--- src/rtl/std_mem_pkg.sv ---
// rtl/std_mem_pkg.sv - shared types for the std_mem_d1 loader
package std_mem_pkg;

  localparam int LOADER_STATE_BITS = 3;

  typedef enum logic [LOADER_STATE_BITS-1:0] {
    IDLE      = 3'd0,
    WAIT_DATA = 3'd1,
    WRITE     = 3'd2,
    WAIT_DONE = 3'd3,
    FINISH    = 3'd4
  } loader_state_t;

endpackage

--- src/rtl/std_mem_d1_loader.sv ---
// rtl/std_mem_d1_loader.sv - streams count words into a std_mem_d1 at addresses 0..count-1
module std_mem_d1_loader
  import std_mem_pkg::*;
#(
  parameter int WIDTH    = 32,
  parameter int SIZE     = 16,
  parameter int IDX_SIZE = 4
) (
  input  logic                clk,
  input  logic                reset,
  input  logic                go,
  input  logic [IDX_SIZE:0]   count,
  input  logic [WIDTH-1:0]    in_data,
  input  logic                in_valid,
  output logic                in_ready,
  output logic [IDX_SIZE-1:0] mem_addr0,
  output logic [WIDTH-1:0]    mem_write_data,
  output logic                mem_write_en,
  input  logic                mem_done,
  output logic                done
);

  localparam logic [IDX_SIZE:0]   SIZE_W   = (IDX_SIZE+1)'(SIZE);
  localparam logic [IDX_SIZE:0]   CNT_ONE  = (IDX_SIZE+1)'(1);
  localparam logic [IDX_SIZE-1:0] ADDR_ONE = IDX_SIZE'(1);

  loader_state_t     state;
  logic [IDX_SIZE:0] counter;
  logic [IDX_SIZE:0] target;
  logic [IDX_SIZE:0] clamped;
  logic [IDX_SIZE:0] counter_inc;

  // Clamping the request to SIZE keeps the address from ever wrapping.
  assign clamped     = (count > SIZE_W) ? SIZE_W : count;
  assign counter_inc = counter + CNT_ONE;

  // Outputs decode from state alone so an async reset drops them at once.
  assign in_ready     = (state == WAIT_DATA);
  assign mem_write_en = (state == WRITE);
  assign done         = (state == FINISH);

  // Load sequencer: handshake, single-cycle write, wait for memory done.
  always_ff @(posedge clk or posedge reset) begin
    if (reset) begin
      state          <= IDLE;
      counter        <= '0;
      target         <= '0;
      mem_addr0      <= '0;
      mem_write_data <= '0;
    end else begin
      case (state)
        IDLE: begin
          if (go) begin
            target    <= clamped;
            counter   <= '0;
            mem_addr0 <= '0;
            state     <= (clamped == '0) ? FINISH : WAIT_DATA;
          end
        end
        WAIT_DATA: begin
          if (in_valid) begin
            mem_write_data <= in_data;
            state          <= WRITE;
          end
        end
        WRITE: begin
          state <= WAIT_DONE;
        end
        WAIT_DONE: begin
          if (mem_done) begin
            counter <= counter_inc;
            if (counter_inc == target) begin
              state <= FINISH;
            end else begin
              mem_addr0 <= mem_addr0 + ADDR_ONE;
              state     <= WAIT_DATA;
            end
          end
        end
        FINISH: begin
          state <= IDLE;
        end
        default: begin
          state <= IDLE;
        end
      endcase
    end
  end

endmodule

--- config.mk ---
export PLATFORM = sky130hd
export DESIGN_NAME = std_mem_d1_loader
export DESIGN_NICKNAME = d
export VERILOG_FILES = /design/src/rtl/std_mem_pkg.sv /design/src/rtl/std_mem_d1_loader.sv
export SDC_FILE = /design/constraint.sdc
export NUM_CORES = 1
export LEC_CHECK = 0
export ABC_AREA = 1
export BUFFER_PORTS_ARGS = -buffer_cell sky130_fd_sc_hd__buf_2
export CORE_MARGIN = 2
export CORE_UTILIZATION = 52
export CTS_CLUSTER_DIAMETER = 150
export CTS_CLUSTER_SIZE = 30
export DETAILED_ROUTE_END_ITERATION = 10
export PLACE_DENSITY = 0.81
export SETUP_SLACK_MARGIN = 0.2
export SYNTH_ARGS = -nofsm -noshare
export SYNTH_HDL_FRONTEND = slang
export SYNTH_SLANG_ARGS = --single-unit
--- constraint.sdc ---
create_clock -name clk -period 4.3 [get_ports clk]
set_clock_uncertainty 0.15 [all_clocks]
set_input_delay 0.645 -clock clk [delete_from_list [all_inputs] [get_ports clk]]
set_output_delay 0.645 -clock clk [all_outputs]
set_load 0.1 [all_outputs]
==> impl_results.md <==
- Status: completed
- Setup bufs post-CTS: 0
- Core area: 4030 um2
- Initial antenna violation count: 0
- Clock latency on the worst-skew pair: 0.30 ns
- Final Hold Fails: 0
- Hold_buf cts: 0
- Max Clock Freq: 0.437 GHz
- DIE AREA: about 4700 um2
- DIE WIDTH: about 69 um
- Worst Setup Path Type: flop to output pin
- CTS tree: built
- Final GP Congestion: approximately 0.9
- Port Buf Inserts: 80
- Syn Inst Count: 205
- Placement-stage cell area: 2620 um2
- Min-Delay Path Class: flop to flop
- Net count after synthesis: 249
- Core Rows: 23
- Worst setup SP type: flop
- ANT cells: 0
- DR vias: between 1500 and 2000
- Critical path arrival: 1.50 ns
- Final Max Slew Viols: 0
- Register area: roughly 1200 um2
- Via density: 4.99
- Multi-input logic area: approximately 850 um2
- DR WL/cell: 12.3 um
- RSZ-0062 raised after global routing: no
- CTS resizes: 0
- Crit-path cells: nor2_1 -> nand2_1 -> inv_1 -> buf_2
- Slew HR: 35.5%
- Tmin final: 2.29 ns
- Drc violations: 0
- CP peak stage delay: 0.43 ns
- Die Ht: about 69 um
- Syn. warnings: 0
- Final net count: approximately 330
- CP required: around 3.5 ns
- Number of max-cap violations: 0
- TritonRoute pass-1 iters: 4
- Crit-path slowest cell: dfrtp_1
- Sequential area share after synthesis: a little under three fifths
- Global Route Usage Sum: 19.1%
- Synthesized flop and latch total: 49
- Final instance area: 2720 um2
- Fin crit share: 53.3%
- Largest net degree at the start of global routing: 50
- CTS H-tree depth: 2
- Crit-path leading delay family: buffers and inverters
- Synth Cell Area: between 2000 and 2500 um2
- Commonest cells after routing, fill and taps aside: buf_2, dfrtp_1, nand2_1
- Clk sinks: 49
- Clock transition at the registers of the reported paths: 0.09 ns
- Max Buffers Root-to-Sink: 2
- Placed wire-length estimate: 3.12 mm
- Netlist cell types: 24
- Final Setup Violations: 0
- ANT nets after route: 0
- Top cells by area, synth: dfrtp_1, mux2_1, nand2_1
- Critical Path Fanout Max: 4
- Initial DRC count: 69
- I/O pin total: 81
- Final WL: 4.17 mm
- Grt ovf: 0
- CP bufs+invs: 2
- Leading area contributor after synthesis: dfrtp_1
- Endpoint class of the critical path: output pin
- Layout cell share with drive strength beyond 1: between 30% and 40%
- Setup TNS Final: 0 ns
- Clk root buf: clkbuf_8
- Avg Cell Area, Syn: around 11 um2
- TritonCTS Buffers: 5
- Vias in the first global route: 1497
- Fin util: slightly below 70%
- Area growth syn-to-layout: 24.3%
- Worst Tran Pin Value: 0.966 ns
- Filler cells: 314
- Starting density of the core: 54.3%
- Synth top area share: 56.0%
- First-pass GRT wire length: approximately 6.7 mm
- Most common cell after layout, fill and taps aside: buf_2
-- worst reg2reg max path: stages (launching register included) --
cell,delay [ns]
dfrtp_1,0.43
nor2_2,0.15
nand2_1,0.10
inv_2,0.09
nand2_2,0.42
mux2_1,0.51
-- cells in the mapped netlist --
cell     number
dfrtp_1      49
nand2_1      40
mux2_1       30
inv_1        20
nand3_1      13
nor2_1       13
o21ai_0       6
nand4_1       4
o21ai_1       4
buf_6         3
nand2_2       3
nor3_1        3
ha_1          2
inv_2         2
mux2_2        2
nand3_2       2
o22ai_1       2
a21oi_1       1
nand2_4       1
nor2_2        1
o21a_1        1
o21ai_2       1
xnor2_1       1
xor2_1        1
-- registers in the layout, indices dropped and copies added (netlist names) --
signal	flops
mem_write_data	32
mem_addr0	4
state	3
target	5
counter	5
-- cell families after synthesis --
group	share of synthesized area [%]
DFF	56.0
AOI/OAI and AO/OA	3.83
muxes	16.5
buffers and inverters	5.31
adders and majority gates	1.14
and+or+nand+nor	16.5
xor gates and xnor gates	0.800
-- metal layers --
layer	vias to the layer above	track usage, %	routed length [um]
met5	-	0	0
met4	0	8.09	57
met3	7	4.71	353
met2	68	29.7	1830
met1	768	25.7	1920
li1	847	-	-
-- stage by stage --
step / hold slack (ns) / std cells / setup WS (ns)
floorplan: 0.356 / 205 / 1.77
global placement: 0.318 / 332 / 2.29
detailed placement: 0.326 / 332 / 2.28
CTS: 0.346 / 339 / 2.01
global route: 0.367 / 339 / 1.88
finish: 0.341 / 339 / 2.01
-- layout make-up --
cell class | instances | share of cell area (%)
timing repair buffer | 80 | 14.7
clock inverter | 2 | 1.29
inverter | 22 | 3.03
tap | 50 | 2.30
multi-input combinational | 131 | 31.1
clock buffer | 5 | 2.53
sequential | 49 | 45.0
-- path summary, 6_finish.rpt --
kind	depth (start not counted)	startpoint	to	slack, ns
setup / recovery	4	state[2]$_DFFE_PP0P_	mem_write_en	2.01
hold / removal	1	mem_write_data[27]$_DFFE_PP0P_	mem_write_data[27]$_DFFE_PP0P_	0.34
setup reg to reg	5	state[2]$_DFFE_PP0P_	mem_write_data[31]$_DFFE_PP0P_	2.33
hold reg to reg	1	mem_write_data[27]$_DFFE_PP0P_	mem_write_data[27]$_DFFE_PP0P_	0.34
max in group asynchronous	2	reset	mem_write_data[23]$_DFFE_PP0P_	2.99
min in group asynchronous	2	reset	state[2]$_DFFE_PP0P_	0.42
Power is not shown: default switching activity piles up to over one toggle a cycle in this logic, so the estimate is an artifact.
